===== config.mk =====
export PLATFORM = sky130hd
export DESIGN_NAME = coin_accumulator
export DESIGN_NICKNAME = d
export VERILOG_FILES = /design/src/rtl/coin_accumulator.sv
export SDC_FILE = /design/constraint.sdc
export NUM_CORES = 1
export LEC_CHECK = 0
export BUFFER_PORTS_ARGS = -buffer_cell sky130_fd_sc_hd__buf_4
export CORE_MARGIN = 5
export CORE_UTILIZATION = 45
export CTS_BUF_LIST = sky130_fd_sc_hd__clkbuf_2 sky130_fd_sc_hd__clkbuf_4 sky130_fd_sc_hd__clkbuf_8
export DETAILED_ROUTE_END_ITERATION = 6
export PLACE_DENSITY = 0.67
export SLEW_MARGIN = 40
export SYNTH_ARGS = -nofsm -noshare
export SYNTH_HDL_FRONTEND = slang
export SYNTH_SLANG_ARGS = --single-unit

===== constraint.sdc =====
create_clock -name clk -period 3.5 [get_ports clk]
set_input_delay 0.7 -clock clk [delete_from_list [all_inputs] [get_ports clk]]
set_output_delay 0.7 -clock clk [all_outputs]
set_load 0.01 [all_outputs]

===== src/rtl/coin_accumulator.sv =====
// Coin accumulator: synchronises two coin sensors, counts coins per
// denomination and hands the total to a sale stage or refunds it.
`timescale 1ns/1ps
module coin_accumulator #(
    parameter int TIMEOUT_CYC = 1000,
    parameter int MAX_COINS   = 31
) (
    input  logic       clk,
    input  logic       reset,
    input  logic       coin5_in,
    input  logic       coin10_in,
    input  logic       choice,
    input  logic       confirm,
    input  logic       cancel,
    output logic       txn_valid,
    input  logic       txn_ready,
    output logic [4:0] txn_n5,
    output logic [4:0] txn_n10,
    output logic [8:0] txn_total,
    output logic       txn_choice,
    output logic       refund_valid,
    output logic       coin_reject,
    output logic       busy
);

    localparam int IW = $clog2(TIMEOUT_CYC + 1);
    localparam logic [IW-1:0] TLAST = IW'(TIMEOUT_CYC - 1);
    localparam logic [4:0] MAXC = 5'(MAX_COINS);

    typedef enum logic [1:0] {
        IDLE,
        COLLECT,
        OFFER,
        REFUND
    } state_t;

    state_t state;
    state_t state_nxt;

    logic [2:0]    s5;
    logic [2:0]    s10;
    logic [2:0]    warm;
    logic [4:0]    n5;
    logic [4:0]    n10;
    logic [IW-1:0] idle_cnt;
    logic          det5;
    logic          det10;
    logic          accept;
    logic          inc5;
    logic          inc10;
    logic          clear;
    logic          capture;

    // warm marks when the edge-history flop holds a real sample, so a
    // sensor already high at reset release is not mistaken for an edge
    always_ff @(posedge clk or posedge reset) begin
        if (reset) begin
            s5   <= '0;
            s10  <= '0;
            warm <= '0;
        end else begin
            s5   <= {s5[1:0], coin5_in};
            s10  <= {s10[1:0], coin10_in};
            warm <= {warm[1:0], 1'b1};
        end
    end

    assign det5  = warm[2] & s5[1] & ~s5[2];
    assign det10 = warm[2] & s10[1] & ~s10[2];

    assign accept = (state == IDLE) || (state == COLLECT);
    assign inc5   = det5 & accept & (n5 != MAXC);
    assign inc10  = det10 & accept & (n10 != MAXC);

    assign coin_reject = (det5 & ~inc5) | (det10 & ~inc10);

    always_ff @(posedge clk or posedge reset) begin
        if (reset) begin
            state <= IDLE;
        end else begin
            state <= state_nxt;
        end
    end

    always_comb begin
        state_nxt    = state;
        clear        = 1'b0;
        capture      = 1'b0;
        txn_valid    = 1'b0;
        refund_valid = 1'b0;
        unique case (state)
            IDLE: begin
                if (inc5 || inc10) state_nxt = COLLECT;
            end
            COLLECT: begin
                if (cancel) begin
                    state_nxt = REFUND;
                end else if (confirm && (txn_total != 9'd0)) begin
                    state_nxt = OFFER;
                    capture   = 1'b1;
                end else if (!(inc5 || inc10) && (idle_cnt == TLAST)) begin
                    state_nxt = REFUND;
                end
            end
            OFFER: begin
                txn_valid = 1'b1;
                if (txn_ready) begin
                    state_nxt = IDLE;
                    clear     = 1'b1;
                end
            end
            REFUND: begin
                refund_valid = 1'b1;
                state_nxt    = IDLE;
                clear        = 1'b1;
            end
            default: state_nxt = IDLE;
        endcase
    end

    always_ff @(posedge clk or posedge reset) begin
        if (reset) begin
            idle_cnt <= '0;
        end else if (state != COLLECT || inc5 || inc10 || confirm) begin
            idle_cnt <= '0;
        end else if (idle_cnt != TLAST) begin
            idle_cnt <= idle_cnt + IW'(1);
        end
    end

    always_ff @(posedge clk or posedge reset) begin
        if (reset) begin
            n5  <= '0;
            n10 <= '0;
        end else if (clear) begin
            n5  <= '0;
            n10 <= '0;
        end else begin
            if (inc5) n5 <= n5 + 5'd1;
            if (inc10) n10 <= n10 + 5'd1;
        end
    end

    always_ff @(posedge clk or posedge reset) begin
        if (reset) begin
            txn_choice <= 1'b0;
        end else if (capture) begin
            txn_choice <= choice;
        end else if (clear) begin
            txn_choice <= 1'b0;
        end
    end

    assign txn_n5    = n5;
    assign txn_n10   = n10;
    assign txn_total = ({4'b0, n5} << 2) + {4'b0, n5}
                     + ({4'b0, n10} << 3) + ({4'b0, n10} << 1);
    assign busy      = (state != IDLE);

endmodule


# == After elaboration in Yosys (flattened, before gate mapping) ==
# Cells that the tools add are included.
# word_totals
out_inout_bits,24
in_bits,8
word_cells,77
regBits,32
# classes
n_reduce_logical,16
n_bitwise,15
mux,21
n_addsub,6
n_eq_ne,11
# op_table
cell,n
$mux W10,2
$mux W5,4
$add A10 B1 Y10 const B,1
$add A5 B1 Y5 const B,2
$and A1 B1 Y1,10
$eq A10 B10 Y1 const B,1
$mux W2,5
$ne A10 B10 Y1 const B,1
$ne A5 B5 Y1 const B,2
$reduce_bool A2 Y1,5
$add A8 B8 Y9,1
$add A9 B6 Y9,1
$reduce_bool A9 Y1,1
$add A7 B5 Y8,1
$mux W1,8
$pmux W2 S4,1
$logic_or A1 B1 Y1,5
$eq A2 B2 Y1 const B,2
$ne A2 B1 Y1 const B,2
$ne A4 B2 Y1 const B,1
$not A1 Y1,4
$reduce_and A3 Y1,1
$eq A2 B1 Y1 const B,1
$logic_and A1 B1 Y1,2
5 further kinds,5

# == Longest topological paths before layout ==
# Gate-level depths: netlist of the first run.
# depth
word_depth,11
mapped_depth,12
depth_no_buf,12

# == Worst setup path before layout of the first run ==
# No wires, ideal clock.
# synth_path
path_type,reg2out
from,"register n5[1], in the netlist txn_n5[1]"
to,output port txn_total[7]
path_buffers,0
t_arrival_ns,2.818
path_stages_with_launch,10
slack_ns,-0.018
t_required_ns,2.800
cell_sequence,dfrtp_1 -> inv_1 -> fa_1 -> fa_1 -> inv_1 -> ha_1 -> fa_1 -> a21o_2 -> a21oi_1 -> xnor2_1
# synth_via
elab_chain_cells,3
# synth_rtl
item,line,source
"start, declared",43,logic [4:0] n5;
"start signal, assigned",139,if (inc5) n5 <= n5 + 5'd1;
$add A7 B5 Y8,156,"assign txn_total = ({4'b0, n5} << 2) + {4'b0, n5}"
$add A8 B8 Y9,157,"+ ({4'b0, n10} << 3) + ({4'b0, n10} << 1);"
$add A9 B6 Y9,157,
"end, declared",19,"output logic [8:0] txn_total,"
# Every way passes these cells.

# == Final worst setup path of the first run ==
# layout_path
from,"register n5[3], in the netlist txn_n5[3]"
to,output port txn_total[7]
# The elaborated chain is that of the path after synthesis.

==> results.json, run 1 <==
{
  "p_comb_share_pct": 49.3,
  "peakVddDrop_uv": 384,
  "cts.clk_slew.worst_paths_ns": 0.07,
  "ant_nets": 0,
  "p_seq_share_pct": 28.1,
  "min-delay-path-class": "reg -> reg",
  "synth_cell_types": 42,
  "p_total_mw": 1.71,
  "die_height_um": 75.4,
  "period_share_pct": 103,
  "portBuffers": 31,
  "chipWidth_um": 75.4,
  "nets": 270,
  "arrival_ns": 2.91,
  "grt_pass1_vias": 1447,
  "antenna_found_initial": 0,
  "rsz0062_at_grt": "true",
  "postSynthRegisterBits": 32,
  "maxCapViolCount": 0,
  "critPathMaxStageDelay_ns": 0.51,
  "timing.slew.headroom_pct": 51.3,
  "netlist_instances": 190,
  "final_common_cell": "buf_4",
  "wl_per_cell_um": 13.4,
  "path_class": "reg -> out",
  "swShare_pct": 36.1,
  "p_sw_uw": 616,
  "htree_levels": 2,
  "intPower_mw": 1.09,
  "via_per_inst": 5.11,
  "vias": 1481,
  "cts_hold_buf": 0,
  "numCtsBuffers": 5,
  "drv_slew": 0,
  "dieArea_um2": 5680,
  "mostFrequentLayoutCells": "buf_4 (44), dfrtp_1 (31), nor2_1 (24)",
  "dr.pass1.iters": 4,
  "clkLatencyLatePin_ns": 0.28,
  "grt_pass1_wl_mm": 6.63,
  "drc": 0,
  "timing.fmax_mhz": 277,
  "first_iter_violations": 68,
  "num_antenna_cells": 0,
  "row_count": 23,
  "grt.total_usage_pct": 15.8,
  "area_growth_pct": 31.5,
  "wl_mm": 3.90,
  "reg2reg_slack_ns": 0.19,
  "cts-root-buf": "clkbuf_8",
  "crit_path_end_kind": "primary output",
  "worstPathCellList": "inv_2 -> fa_1 -> fa_1 -> inv_2 -> ha_4 -> fa_2 -> a21o_2 -> a21oi_4 -> xnor2_2 -> buf_4",
  "syn_avg_cell_area_um2": 10.1,
  "final_util_pct": 62.3,
  "clock_sinks": 32,
  "start_util_pct": 47.4,
  "grt_max_degree": 19,
  "core_area_um2": 4060,
  "synth_area_um2": 1920,
  "io_pins": 32,
  "period_minus_slack_ns": 3.61,
  "skew_ns": 0.00570,
  "syn-num-nets": 221,
  "setup_viol": 2,
  "gp_congestion": 0.789,
  "dp_slack_ns": -0.121,
  "yosysSeqAreaShare_pct": 41.7,
  "tightest_slew_ns": 0.729,
  "cts_tree": "done",
  "dp.final_hpwl_mm": 3.03,
  "failed_checks": "negative setup slack",
  "worstSetupStartpointType": "flip-flop",
  "synth_warnings": 0,
  "crit_fanout": 2,
  "hold_viol": 0,
  "gr-total-overflow": 0,
  "ctsLongestPathBuffers": 2,
  "clockPowerShare_pct": 22.6,
  "status": "complete, but fails checks",
  "slowest_stage": "fa_1",
  "fin_ws_ns": -0.110,
  "p_leak_nw": 1.25,
  "drive_above_1_share_pct": 33.3,
  "required_ns": 2.80,
  "pwr_density_cell_nw_per_um2": 675
}
[cells by family after synthesis]
family	Yosys count	share of synthesized area (%)
other	1	0.195
DFF	32	41.7
and+or+nand+nor	68	17.4
AOI/OAI and AO/OA	25	10.5
xor gates and xnor gates	15	6.84
buffers and inverters	25	5.08
muxes	1	0.521
adders and majority gates	23	17.7
[cell type report]
cell class,instances,area [µm²]
multi-input combinational,133,1100
timing repair buffer,46,353
tap,50,62.6
fill,343,1530
clock buffer,7,96.3
sequential,32,802
inverter,21,78.8
clock inverter,1,30.0
[state kept, by name, indices dropped and copies added (netlist names)]
register,flops
idle_cnt,10
s10,3
s5,3
state,2
txn_choice,1
txn_n10,5
txn_n5,5
warm,3
[stage by stage]
stage | hold slack [ns] | instance area (µm²) | TNS [ns] | cells
final | 0.351 | 2530 | -0.185 | 290
after floorplan | 0.331 | 1930 | 0 | 190
after detailed placement | 0.339 | 2300 | -0.154 | 279
after global routing | 0.371 | 2530 | -0.435 | 290
after CTS | 0.354 | 2490 | -0.207 | 290
after global placement | 0.333 | 2300 | -0.0154 | 279
[synth_stat cells (all sizes together)]
library cell | count | area, µm²
clkbuf | 3 | 11.3
a21oi | 8 | 40.0
and3b | 1 | 8.76
a21o | 2 | 16.3
or3 | 3 | 18.8
conb | 1 | 3.75
o22ai | 1 | 6.26
ha | 16 | 200
and3 | 2 | 12.5
nor2 | 25 | 96.4
o41ai | 2 | 36.3
nand3 | 1 | 5.00
a211oi | 3 | 32.5
nor2b | 2 | 12.5
o311ai | 1 | 8.76
nand2 | 16 | 60.1
o21ai | 3 | 15.0
nor3 | 4 | 25.0
inv | 21 | 78.8
buf | 1 | 7.51
xnor2 | 10 | 87.6
fa | 7 | 140
nand2b | 2 | 12.5
mux2i | 1 | 10.0
dfrtp | 32 | 801
o211ai | 1 | 7.51
or2 | 2 | 12.5
or4b | 1 | 10.0
nor4b | 1 | 8.76
o31ai | 2 | 15.0
nand4 | 4 | 25.0
o2111ai | 1 | 15.0
o21ba | 1 | 10.0
nand3b | 2 | 15.0
xor2 | 5 | 43.8
and2 | 2 | 12.5
[per-layer routing]
metal  vias to the layer above  share of wire [%]  track usage (%)
met1                       712                 49             21.8
met3                         7                4.4             4.22
met5                         -                  0                0
met2                        31                 46             24.5
li1                        731                  -                -
met4                         0                1.3             4.66
[power by group through the flow]
stage | logic (mW) | clock network [mW] | registers, mW
2_1_floorplan | 0.436 | 0 | 0.503
3_3_place_gp | 0.760 | 0 | 0.481
3_5_place_dp | 0.772 | 0 | 0.483
4_1_cts | 0.801 | 0.392 | 0.479
5_1_grt | 0.944 | 0.414 | 0.488
6_report | 0.842 | 0.386 | 0.479
[repair_timing]
item                       in CTS  in global routing
setup endpoints to repair       6                  3
pin swaps                      10                  4
gates resized for setup        12                  7
buffers inserted                3                  0
[worst max-delay path: cells and delay by family, from the launching register on]
kind | cells | cell delay, ns
fa+ha+maj | 4 | 1.42
flops | 1 | 0.39
compound gates | 2 | 0.37
buf+inv | 3 | 0.28
xor+xnor | 1 | 0.15
[worst paths after layout]
kind / startpoint / to / depth (start not counted)
min: s10[0]$_DFF_PP0_ / s10[1]$_DFF_PP0_ / 0
min in group asynchronous: reset / idle_cnt[8]$_DFFE_PP0P_ / 2
max in group asynchronous: reset / txn_n5[1]$_DFFE_PP0P_ / 3
max reg2reg: txn_n5[3]$_DFFE_PP0P_ / state[1]$_DFFE_PP0P_ / 13
min reg2reg: s10[0]$_DFF_PP0_ / s10[1]$_DFF_PP0_ / 0
max: txn_n5[3]$_DFFE_PP0P_ / txn_total[7] / 10
No activity file was read; power rests on OpenSTA's default activity.
==> run 2: changes to the inputs <==
==> constraint.sdc (replaced) <==
create_clock -name clk -period 3.5 [get_ports clk]
set_input_delay 0.35 -clock clk [delete_from_list [all_inputs] [get_ports clk]]
set_output_delay 0.35 -clock clk [all_outputs]
set_load 0.01 [all_outputs]
==> run 2 against run 1 <==
The flow now finishes without violations; routed wire length decreased by 4.5%; worst setup slack improved by 0.27 ns; sequential share of layout area grew 1.4 points; via count fell by 3.4%; cell count fell by 2.1%; first-iteration DRC count fell by 32%; non-clock buffer count is 6 lower; power is 5.1% lower; critical path depth shrank 1; critical path type unchanged.
==> results.json, run 2 (synthesized netlist as in run 1, its figures left out) <==
{
  "path_class": "reg -> out",
  "hold_viol": 0,
  "tightest_slew_ns": 0.738,
  "gr-total-overflow": 0,
  "top_register": "idle_cnt",
  "p_comb_share_pct": 47.0,
  "nFillCells": 343,
  "clkLatencyLatePin_ns": 0.29,
  "critPathMaxStageDelay_ns": 0.52,
  "skew_ns": 0.0116,
  "drive_above_1_share_pct": 27.4,
  "via_per_inst": 5.04,
  "core_area_um2": 4060,
  "portBuffers": 31,
  "p_leak_nw": 1.22,
  "critPathLaunch": "txn_n5[2]$_DFFE_PP0P_",
  "row_count": 23,
  "final_common_cell": "buf_4",
  "dr.pass1.iters": 4,
  "cts-root-buf": "clkbuf_8",
  "crit_path_end_kind": "primary output",
  "period_minus_slack_ns": 3.34,
  "start_util_pct": 47.4,
  "intPower_mw": 1.04,
  "timing.slew.headroom_pct": 50.7,
  "dieArea_um2": 5680,
  "gp_congestion": 0.795,
  "arrival_ns": 2.99,
  "worstSetupStartpointType": "flip-flop",
  "antenna_found_initial": 0,
  "area_growth_pct": 25.7,
  "slowest_stage": "or4b_1",
  "num_antenna_cells": 0,
  "period_share_pct": 95.5,
  "ctsLongestPathBuffers": 2,
  "peakVddDrop_uv": 365,
  "min-delay-path-class": "in -> async",
  "holdWs_ns": 0.120,
  "p_sw_uw": 575,
  "maxCapViolCount": 0,
  "setup_viol": 0,
  "grt_max_degree": 29,
  "dp.final_hpwl_mm": 2.90,
  "chipWidth_um": 75.4,
  "nets": 264,
  "wl_per_cell_um": 13.1,
  "timing.fmax_mhz": 299,
  "cts.clk_slew.worst_paths_ns": 0.07,
  "grt.total_usage_pct": 15.2,
  "drv_slew": 0,
  "mostFrequentLayoutCells": "buf_4 (40), dfrtp_1 (32), nor2_1 (24)",
  "p_seq_share_pct": 29.2,
  "grt_pass1_wl_mm": 6.44,
  "placed_cells": 275,
  "numCtsBuffers": 5,
  "worstPathCellList": "inv_1 -> fa_1 -> fa_1 -> inv_1 -> ha_1 -> a211oi_2 -> or4b_1 -> o2111ai_2 -> buf_4",
  "vias": 1430,
  "ant_nets": 0,
  "wl_mm": 3.72,
  "htree_levels": 2,
  "cts_tree": "done",
  "cts_hold_buf": 0,
  "final-instance-count-excl-fill": 284,
  "clockPowerShare_pct": 23.8,
  "swShare_pct": 35.5,
  "largest_reg_flops": 10,
  "status": "finished clean",
  "crit_fanout": 3,
  "required_ns": 3.15,
  "setup_tns_ns": 0,
  "die_height_um": 75.4,
  "clock_sinks": 32,
  "drc": 0,
  "pwr_density_cell_nw_per_um2": 670,
  "first_iter_violations": 46,
  "io_pins": 32,
  "r2r-start": "txn_n5[1]$_DFFE_PP0P_",
  "grt_pass1_vias": 1473,
  "rsz0062_at_grt": "false",
  "p_total_mw": 1.62
}
==> run 2: changes by cell type in the layout (fill, tap and decap cells not counted), moves of 2 or more <==
cell | previous run | this run
buf_6 | 2 | 0
ha_1 | 12 | 15
buf_4 | 44 | 40
ha_4 | 4 | 0
inv_1 | 14 | 19
inv_2 | 7 | 2
==> run 2: power by group through the flow <==
stage / Clock (mW) / Sequential, mW / Combinational [mW]
floorplan: 0 / 0.501 / 0.436
global placement: 0 / 0.477 / 0.757
detailed placement: 0 / 0.478 / 0.760
CTS: 0.395 / 0.472 / 0.765
global route: 0.412 / 0.480 / 0.858
finish: 0.385 / 0.473 / 0.760
==> run 2: path summary, 6_finish.rpt <==
kind,end,slack (ns),cells after the start
max,txn_total[8],0.16,9
min,txn_n5[4]$_DFFE_PP0P_,0.12,2
max reg2reg,state[1]$_DFFE_PP0P_,0.19,12
min reg2reg,s10[1]$_DFF_PP0_,0.35,0
max in group asynchronous,txn_n5[0]$_DFFE_PP0P_,2.88,3
min in group clk,s5[0]$_DFF_PP0_,0.18,1
==> run 2: final cells by class <==
class	count	area, µm²	area share [%]
clock inverters	1	30.0	1.24
clock buffers	7	96.3	3.99
repair buffers	40	300	12.4
inverters	21	78.8	3.26
flip-flops and latches	32	801	33.1
well taps	50	62.6	2.59
multi-input cells	133	1050	43.3
==> run 2: worst max-delay path: cells and delay by family (launching register included) <==
kind,cells,cell delay (ns)
AO/OA/AOI/OAI,2,0.22
adder cells (fa/ha/maj),3,1.23
AND/OR/NAND/NOR,1,0.52
flip-flops,1,0.37
buffers and inverters,3,0.37
==> run 2: through the flow <==
stage	instance area (µm²)	worst slack [ns]	util (%)
after floorplan	1920	0.00692	-
after global placement	2260	0.0891	55.7
after detailed placement	2260	0.0357	55.7
after CTS	2400	0.0477	59.1
after global routing	2420	0.0203	59.5
final	2420	0.157	59.5
==> run 2: repair_timing <==
item,CTS,global route
setup buffers,0,1
endpoints found under the setup margin,1,4
gates resized for setup,3,3
pin swaps,0,4
==> run 2: layer usage <==
metal	wire, µm	track usage (%)	up-vias	part of all wire [%]
li1	-	-	718	-
met1	1690	18.7	678	45
met2	1770	25.1	27	48
met3	203	4.22	7	5.5
met4	61	6.21	0	1.6
met5	0	0	-	0
